--- src/rtl/d16_encode.sv ---
// D16 instruction encoder: packs decoded instruction fields into 32-bit words and
// writes them to consecutive instruction-memory addresses starting at base_adr.
module d16_encode #(
  parameter int ADR_W = 16
) (
  input  logic             sys_clk,
  input  logic             sys_rst,
  input  logic             start,
  input  logic [ADR_W-1:0] base_adr,
  input  logic             in_valid,
  output logic             in_ready,
  input  logic [7:0]       in_op,
  input  logic [15:0]      in_a,
  input  logic [15:0]      in_b,
  input  logic [15:0]      in_c,
  output logic             mem_we,
  output logic [ADR_W-1:0] mem_adr,
  output logic [31:0]      mem_dat,
  input  logic             mem_ack,
  output logic [ADR_W-1:0] count,
  output logic             err,
  output logic [7:0]       err_op,
  output logic [1:0]       dbg_state
);

  // Opcode values shared with the d16 decoder.
  localparam logic [7:0] OP_ADD = 8'h01;
  localparam logic [7:0] OP_SUB = 8'h02;
  localparam logic [7:0] OP_SHL = 8'h03;
  localparam logic [7:0] OP_SHR = 8'h04;
  localparam logic [7:0] OP_COP = 8'h05;
  localparam logic [7:0] OP_AFC = 8'h06;
  localparam logic [7:0] OP_JMP = 8'h07;
  localparam logic [7:0] OP_JMZ = 8'h08;

  typedef enum logic [1:0] {
    IDLE  = 2'd0,
    READY = 2'd1,
    WRITE = 2'd2
  } state_e;

  // Handshake: fields transfer on a rising edge where in_valid & in_ready;
  // a memory write completes on a rising edge where mem_we & mem_ack.
  state_e           state_q, state_d;
  logic [ADR_W-1:0] adr_q, adr_d;
  logic [31:0]      dat_q, dat_d;
  logic [ADR_W-1:0] count_q, count_d;
  logic             err_q, err_d;
  logic [7:0]       err_op_q, err_op_d;

  logic             legal;
  logic [31:0]      word;
  logic             accept;

  always_comb begin
    legal = 1'b0;
    word  = 32'h0;
    case (in_op)
      OP_ADD, OP_SUB, OP_SHL, OP_SHR: begin
        legal = ~|{in_a[15:8], in_b[15:8], in_c[15:8]};
        word  = {in_op, in_a[7:0], in_b[7:0], in_c[7:0]};
      end
      OP_COP: begin
        legal = ~|{in_a[15:8], in_b[15:8]};
        word  = {in_op, in_a[7:0], in_b[7:0], 8'h00};
      end
      OP_AFC: begin
        legal = ~|in_a[15:8];
        word  = {in_op, in_a[7:0], in_b};
      end
      OP_JMP, OP_JMZ: begin
        legal = 1'b1;
        word  = {in_op, in_a, 8'h00};
      end
      default: begin
        legal = 1'b0;
        word  = 32'h0;
      end
    endcase
  end

  assign in_ready = (state_q == READY) & ~start;
  assign accept   = in_valid & in_ready;

  always_comb begin
    state_d  = state_q;
    adr_d    = adr_q;
    dat_d    = dat_q;
    count_d  = count_q;
    err_d    = err_q;
    err_op_d = err_op_q;
    case (state_q)
      IDLE, READY: begin
        if (start) begin
          state_d  = READY;
          adr_d    = base_adr;
          count_d  = '0;
          err_d    = 1'b0;
          err_op_d = 8'h00;
        end else if (accept) begin
          if (legal) begin
            state_d = WRITE;
            dat_d   = word;
          end else if (!err_q) begin
            err_d    = 1'b1;
            err_op_d = in_op;
          end
        end
      end
      WRITE: begin
        // start is ignored here so the pending word is never lost.
        if (mem_ack) begin
          state_d = READY;
          adr_d   = adr_q + ADR_W'(1);
          if (count_q != '1) count_d = count_q + ADR_W'(1);
        end
      end
      default: state_d = IDLE;
    endcase
  end

  always_ff @(posedge sys_clk) begin
    if (!sys_rst) begin
      state_q  <= IDLE;
      adr_q    <= '0;
      dat_q    <= 32'h0;
      count_q  <= '0;
      err_q    <= 1'b0;
      err_op_q <= 8'h00;
    end else begin
      state_q  <= state_d;
      adr_q    <= adr_d;
      dat_q    <= dat_d;
      count_q  <= count_d;
      err_q    <= err_d;
      err_op_q <= err_op_d;
    end
  end

  assign mem_we    = (state_q == WRITE);
  assign mem_adr   = adr_q;
  assign mem_dat   = dat_q;
  assign count     = count_q;
  assign err       = err_q;
  assign err_op    = err_op_q;
  assign dbg_state = state_q;

endmodule

--- config.mk ---
export PLATFORM = sky130hd
export DESIGN_NAME = d16_encode
export DESIGN_NICKNAME = d
export VERILOG_FILES = /design/src/rtl/d16_encode.sv
export SDC_FILE = /design/constraint.sdc
export NUM_CORES = 1
export LEC_CHECK = 0
export BUFFER_PORTS_ARGS = -buffer_cell sky130_fd_sc_hd__buf_2
export CORE_AREA = 2 2 88 111
export DETAILED_ROUTE_END_ITERATION = 7
export DIE_AREA = 0 0 90 113
export PLACE_DENSITY = 0.75
export SKIP_CTS_REPAIR_TIMING = 1
export SLEW_MARGIN = 20
export SYNTH_ARGS = -nofsm -noshare
export SYNTH_HDL_FRONTEND = slang
export SYNTH_SLANG_ARGS = --single-unit
--- constraint.sdc ---
create_clock -name sys_clk -period 1.9 [get_ports sys_clk]
set_input_delay 0 -clock sys_clk [delete_from_list [all_inputs] [get_ports sys_clk]]
set_output_delay 0 -clock sys_clk [all_outputs]
set_load 0.05 [all_outputs]
### Word level (Yosys, flattened, before mapping)

Cells that the tools add are included.

| storage, ports and cells | value |
|---|---|
| register bits after elaboration | 75 |
| bits of input ports | 77 |
| logic and storage cells | 68 |

| cells by class | value |
|---|---|
| add/sub/neg operators | 2 |
| equality and inequality tests | 18 |
| mux-type cells | 21 |
| bitwise gates (word level) | 3 |
| reductions and logical operators | 18 |

Operators by type and width:

| operator | count |
|---|---|
| one-hot mux 32 bit (4 select lines) | 1 |
| 2-to-1 mux 16 bit | 5 |
| one-hot mux 16 bit (2 select lines) | 2 |
| adder 16 x 1 -> 16 bit, second input constant | 2 |
| equality test 8 x 3 -> 1 bit, second input constant | 4 |
| 2-to-1 mux 8 bit | 4 |
| OR reduction 24 bit | 1 |
| equality test 8 x 2 -> 1 bit, second input constant | 2 |
| != test 16 bit, second input constant | 1 |
| OR reduction 16 bit | 1 |
| AND reduction 4 bit | 3 |
| AND reduction 3 bit | 3 |
| equality test 8 x 1 -> 1 bit, second input constant | 1 |
| equality test 8 x 4 -> 1 bit, second input constant | 1 |
| 2-to-1 mux 2 bit | 4 |
| OR reduction 8 bit | 1 |
| != test 2 bit, second input constant | 3 |
| != test 3 bit, second input constant | 2 |
| != test 2 x 1 -> 1 bit, second input constant | 2 |
| one-hot mux 1 bit (4 select lines) | 1 |
| one-hot mux 2 bit (2 select lines) | 1 |
| nonzero test 2 bit | 2 |
| OR reduction 2 bit | 2 |
| OR reduction 4 bit | 1 |
| 7 further kinds | 12 |

### Longest topological paths before layout

Gate-level depths: netlist (run 1).

| depth | value |
|---|---|
| word-level depth | 7 |
| depth in mapped cells | 8 |

### Least setup slack after synthesis (run 1)

No wires, ideal clock.

| timing path | value |
|---|---|
| kind | register -> register |
| from | register adr_q[0], in the netlist mem_adr[0] |
| to | register adr_q[14], in the netlist mem_adr[14] |
| arrival | 2185 ps |
| path slack | -359 ps |
| stages on the path, launching flop included | 7 |
| path buffers | 0 |
| period minus slack after synthesis | 2259 ps |
| path through | dfxtp_1 ha_1 nand3_1 nor4_1 nand4_1 or4_1 a31oi_1 |

| between the ends | value |
|---|---|
| cells in the longest elaborated chain, start to end | 3 |

Ends and longest elaborated chain:

| element | line | RTL |
|---|---|---|
| start: declaration | 45 | `logic [ADR_W-1:0] adr_q, adr_d;` |
| start signal: assignment | 132 | `adr_q <= adr_d;` |
| adder 16 x 1 -> 16 bit | 114 | `adr_d = adr_q + ADR_W'(1);` |
| 2-to-1 mux 16 bit | 112 | `if (mem_ack) begin` |
| one-hot mux 16 bit (2 select lines) | 92 | `case (state_q)` |

Every way passes these cells. The select of a mux whose other input is x is not followed.
A chain may end at the register's enable or synchronous reset.

### Worst setup path in the final report (run 1)

Ends and elaborated chain as after synthesis.

==> reports/qor.yml, run 1 <==
design_area_sq_mm: 0.00539
timing.fmax_ghz: 0.535
irDropWorstVdd_uv: 481
cp-start-kind: "flop"
cts_buffer_depth: 2
power.total_mw: 3.59
power.internal_mw: 2.67
finalWorstSetupSlack_ns: 0.0296
gr-total-overflow: 0
top_layer: "met5"
initial_core_util: 0.432
failed_checks: "design-rule violations, negative hold slack"
route.met2.wl_um: 6010
synthToLayoutAreaGrowth_pct: 37.5
grt_pass1_vias: 4131
grt_pass1_wl_um: 20100
yosys.area_share.simple: 0.271
antenna_found_initial: 1
dominantRegCellSynth: "dfxtp_1"
synth_xor_area_frac: 0.0246
cts_root_buf: "clkbuf_16"
powerDensity_mw_per_mm2: 665
rows: 39
p_switching_mw: 0.915
timing.rr.end: "mem_adr[14]"
drt_iter0_markers: 284
worstPathArrival_ns: 2.12
dp_slack_ns: -0.0762
drt-met1-wl_um: 4840
path_class: "flop to flop"
wl_per_cell_um: 15.8
synth_edf_count: 0
ys_warn_count: 0
clkPwrFrac: 0.421
fin_skew_ns: 0.00311
switching_share: 0.255
post-route-min-period_ns: 1.87
post-route-period-util: 0.984
netlist.area_leader.share: 0.383
finalWirelength_um: 12300
gp_congestion: 0.919
antenna_cells: 0
relSlewSlack: 0.529
critPathMaxStageDelay_ns: 0.43
dp_hpwl_um: 9300
met3_length_um: 1100
drc: 5
cap_viol_max_count: 0
nets: 732
htreeDepth: 3
dieArea_sq_mm: 0.0102
leakage_nw: 2.54
finalSetupViolations: 0
hold_violations: 1
rsz0062_at_grt: "no"
cts_tree: "done"
hold_depth: 3
synth_area_leader_cell: "dfxtp_1"
synth_area_per_cell_sq_um: 8.25
hp-class: "primary input to flop"
clk-insertion-delay-late_ns: 0.33
viasPerCell: 5.53
netlist_area_sq_mm: 0.00392
min_to: "dbg_state[1]"
worst-path-buf-inv: 0
synth_compound_area_frac: 0.173
synth_top_family_by_area: "simple AND/OR/NAND/NOR gates"
die_x_um: 90
dr_total_vias: 4315
drt_pass1_iterations: 8
slowest_stage: "or4_1"
syn_nets: 554
r2r_start: "mem_adr[0]"
synthMuxAreaShare: 0.0948
antenna_left: 0
yosysSeqAreaShare: 0.383
fp.coreArea_sq_mm: 0.00908
nFillCells: 837
cp_max_fo: 3
worst_pin_slew_ns: 0.704
p_seq_frac: 0.455
min_from: "mem_ack"
postSynth.asyncResetShare: 0
drive_gt1_frac: 0.371
synth_cell_type_count: 52
cp_top_family: "simple AND/OR/NAND/NOR gates"
clkSlewWorstSetupHoldPaths_ns: 0.06
ioPinCount: 154
r2r_slack_ns: 0.03
fin_hold_ws_ns: -0.0147
crit_required_ns: 2.15
clock_sinks: 75
p_comb_frac: 0.123
crit_chain: "ha_1 > nand3_1 > nor4_2 > nand4_1 > or4_1 > a31oi_1"
synth_fa_ha_area_frac: 0.00638
grt_max_degree: 47
dp.cells: 757
io_buffer_count: 153
r2r_cells: 6
cts_made_buffers: 9
dpl_cell_area_sq_mm: 0.00505
dieHeight_um: 113
synth_seq_cells: 75
slew_viol_final: 0
stdcell_count: 780
status: "complete, but fails checks"
track_usage: 0.241
end_kind: "flop"
synthCells: 475
ys_top_cells_by_area: "dfxtp_1 38%, mux2i_1 9.2%, nand2_1 7.7%"
worst min-delay path: cells and delay by family:
family	cells	cell delay [ns]
AO/OA/AOI/OAI	1	0.06
buffers and inverters	1	0.09
AND/OR/NAND/NOR	1	0.12
cells in the final DEF, fill, tap and decap left out, types with 4 or more instances in the layout:
master / netlist / layout
buf_2: 3 / 153
nand2_1: 80 / 80
dfxtp_1: 75 / 53
nor2_1: 40 / 40
buf_4: 0 / 38
mux2i_1: 36 / 36
o21ai_0: 23 / 23
dfxtp_2: 0 / 22
a21oi_1: 20 / 20
a22o_1: 17 / 17
nand3_1: 12 / 12
nor3_1: 11 / 11
nor4_1: 11 / 9
nand4_1: 9 / 9
and3_1: 10 / 9
xnor2_1: 9 / 9
clkbuf_16: 0 / 9
nand2b_1: 8 / 8
dlygate4sd3_1: 0 / 8
a31oi_1: 7 / 7
inv_1: 6 / 6
a22oi_1: 5 / 5
a222oi_1: 5 / 5
or2_2: 4 / 4
nor4b_2: 3 / 4
or3_1: 4 / 4
and2_1: 4 / 4
worst max-delay path by stage:
| stage | from | end | slack (ns) | depth (start not counted) |
|---|---|---|---|---|
| finish | mem_adr[0] | mem_adr[14] | 0.03 | 6 |
| global route | mem_adr[0] | mem_adr[14] | 0.001 | 6 |
| CTS | mem_adr[0] | mem_adr[14] | 0.03 | 6 |
| detailed placement | in_op[4] | mem_dat[5] | -0.08 | 8 |
| global placement | in_op[4] | mem_dat[2] | 0.004 | 8 |
| floorplan | mem_adr[0] | mem_adr[14] | -0.08 | 6 |
final cells by class:
| cell class | instances | area (sq um) | area share |
|---|---|---|---|
| sequential | 75 | 1530 | 0.284 |
| multi-input combinational | 360 | 2270 | 0.421 |
| clock buffer | 12 | 246 | 0.0457 |
| inverter | 7 | 26.3 | 0.00487 |
| clock inverter | 3 | 15.0 | 0.00279 |
| timing repair buffer | 200 | 1150 | 0.214 |
| tap | 123 | 154 | 0.0286 |
per-layer routing:
metal / vias to the layer above / global-route usage
met3: 31 / 0.0559
met5: - / 0
li1: 2076 / -
met4: 2 / 0.127
met1: 1974 / 0.280
met2: 232 / 0.415
sequential cells by signal, summed over array words and instances (netlist names):
signal,count
mem_dat,32
count,16
mem_adr,16
err_op,8
dbg_state,2
err,1
stage by stage:
stage | util | setup TNS (ns)
final | 0.594 | 0
after global routing | 0.594 | 0
after CTS | 0.585 | 0
after detailed placement | 0.556 | -1.50
after global placement | 0.556 | 0
after floorplan | - | -0.0751
synth_stat cells (3+ instances only):
| cell | n |
|---|---|
| a21oi_1 | 20 |
| or3_1 | 4 |
| nor4b_1 | 3 |
| dfxtp_1 | 75 |
| or2_2 | 4 |
| nor3_1 | 11 |
| nor4_1 | 11 |
| nor2_1 | 40 |
| nand2_1 | 80 |
| buf_6 | 4 |
| and3_1 | 10 |
| and2_1 | 4 |
| xnor2_1 | 9 |
| clkbuf_1 | 26 |
| a31oi_1 | 7 |
| nor3b_1 | 3 |
| a21o_1 | 3 |
| inv_1 | 6 |
| o211a_1 | 3 |
| a22o_1 | 17 |
| o21ai_0 | 23 |
| a222oi_1 | 5 |
| nand2b_1 | 8 |
| mux2i_1 | 36 |
| nand4_1 | 9 |
| o21a_1 | 3 |
| nand3_1 | 12 |
| nor4b_2 | 3 |
| o211ai_1 | 3 |
| buf_2 | 3 |
| a22oi_1 | 5 |
cell families after synthesis:
logic type,Yosys count
adder cells (fa/ha/maj),2
AND/OR/NAND/NOR,211
multiplexers,37
XOR/XNOR,11
AO/OA/AOI/OAI,99
flip-flops,75
buffers and inverters,40
power by group through the flow:
stage	registers (mW)	clock network, mW	logic [mW]
floorplan	1.75	0	0.147
global placement	1.66	0	0.419
detailed placement	1.67	0	0.424
CTS	1.63	1.55	0.427
global route	1.64	1.63	0.474
finish	1.63	1.51	0.443
Power figures use the tool's default switching activity.
==> run 2, diff against run 1 <==
MAX_ROUTING_LAYER = met4   (was unset)
==> run 2 against run 1 <==
Effect of this change: the flow finishes with violations (negative hold slack); register-to-register slack is essentially flat; worst setup slack lost 0.00086 ns; core utilization is essentially flat; maximum frequency is essentially flat; clock skew grew 0.00086 ns; non-clock buffer count is the same; critical path type unchanged; largest power group unchanged.
==> reports/qor.yml, run 2 (synthesis results as in run 1) <==
mostFrequentLayoutCell: "buf_2"
cap_viol_max_count: 0
antenna_found_initial: 1
grt_max_degree: 47
p_seq_frac: 0.455
die_x_um: 90
cp-start-kind: "flop"
p_comb_frac: 0.123
clk-insertion-delay-late_ns: 0.33
worst_pin_slew_ns: 0.702
path_class: "flop to flop"
finalSetupViolations: 0
seq_area_sq_mm: 0.00153
rsz0062_at_grt: "no"
drive_gt1_frac: 0.371
hold_depth: 3
dieArea_sq_mm: 0.0102
dieHeight_um: 113
dr_total_vias: 4292
nFillCells: 836
rows: 39
irDropWorstVdd_uv: 487
dp.cells: 757
ioPinCount: 154
p_switching_mw: 0.918
antenna_left: 0
synthToLayoutAreaGrowth_pct: 37.6
cts_buffer_depth: 2
drt_iter0_markers: 284
nets: 732
layout_common_cells: "153 x buf_2, 80 x nand2_1, 53 x dfxtp_1, 40 x nor2_1, 38 x buf_4"
stdcell_count: 781
crit_chain: "ha_1 > nand3_1 > nor4_2 > nand4_1 > or4_1 > a31oi_1"
wl_per_cell_um: 15.8
drt_pass1_iterations: 5
grt_pass1_vias: 4133
failed_checks: "negative hold slack"
worstPathArrival_ns: 2.12
hp-class: "primary input to flop"
fp.coreArea_sq_mm: 0.00908
clkPwrFrac: 0.422
drc: 0
post-route-period-util: 0.985
relSlewSlack: 0.530
post-route-min-period_ns: 1.87
power.total_mw: 3.59
r2r_cells: 6
leakage_nw: 2.54
critPathMaxStageDelay_ns: 0.43
clock_sinks: 75
cts_tree: "done"
viasPerCell: 5.50
cts_made_buffers: 9
r2r_slack_ns: 0.03
initial_core_util: 0.432
dp_hpwl_um: 9300
gr-total-overflow: 0
cp_max_fo: 3
powerDensity_mw_per_mm2: 666
status: "complete, but fails checks"
io_buffer_count: 153
htreeDepth: 3
largest_reg_flops: 32
slowest_stage: "or4_1"
fin_skew_ns: 0.00397
power.internal_mw: 2.67
end_kind: "flop"
slew_viol_final: 0
track_usage: 0.248
cts_root_buf: "clkbuf_16"
grt_pass1_wl_um: 20100
clkSlewWorstSetupHoldPaths_ns: 0.06
timing.fmax_ghz: 0.534
crit_required_ns: 2.15
finalWirelength_um: 12400
fin_hold_ws_ns: -0.0140
multiInputGateArea_sq_mm: 0.00227
switching_share: 0.256
gp_congestion: 0.935
hold_violations: 1
run 2: critical path: cells and delay by family, from the launching register on:
family          cells  cell delay (ns)
compound gates      1             0.19
fa+ha+maj           1             0.17
flops               1             0.33
simple gates        4             1.10
run 2: power groups by stage:
| stage | sequential [mW] | clock [mW] | combinational (mW) |
|---|---|---|---|
| 2_1_floorplan | 1.75 | 0 | 0.147 |
| 3_3_place_gp | 1.66 | 0 | 0.419 |
| 3_5_place_dp | 1.67 | 0 | 0.424 |
| 4_1_cts | 1.63 | 1.55 | 0.427 |
| 5_1_grt | 1.64 | 1.63 | 0.474 |
| 6_report | 1.63 | 1.51 | 0.443 |
run 2: worst paths after layout:
| kind | from | end |
|---|---|---|
| min | mem_ack | dbg_state[1] |
| min reg2reg | mem_dat[10] | mem_dat[10] |
| max | mem_adr[0] | mem_adr[14] |
| max reg2reg | mem_adr[0] | mem_adr[14] |
run 2: through the flow:
stage | hold slack (ns) | utilization | cell area, sq um | setup TNS (ns) | setup slack (ns)
after detailed placement | 0.271 | 0.556 | 5050 | -1.50 | -0.0762
after CTS | -0.0798 | 0.585 | 5310 | 0 | 0.0291
after global routing | 0.00737 | 0.594 | 5390 | 0 | 0.00149
after floorplan | 0.142 | - | 3960 | -0.0751 | -0.0751
after global placement | 0.263 | 0.556 | 5050 | 0 | 0.00363
final | -0.0140 | 0.594 | 5390 | 0 | 0.0287
run 2: routing by layer:
layer,track usage,share of wire
met1,0.282,0.40
met2,0.413,0.49
met3,0.0539,0.078
met4,0.127,0.032
met5,-,0
run 2: final cells by class:
cell class	instances	share of cell area
tap	123	0.0285
sequential	75	0.284
antenna	1	0.000464
inverter	7	0.00487
timing repair buffer	200	0.213
multi-input combinational	360	0.421
clock inverter	3	0.00278
clock buffer	12	0.0457
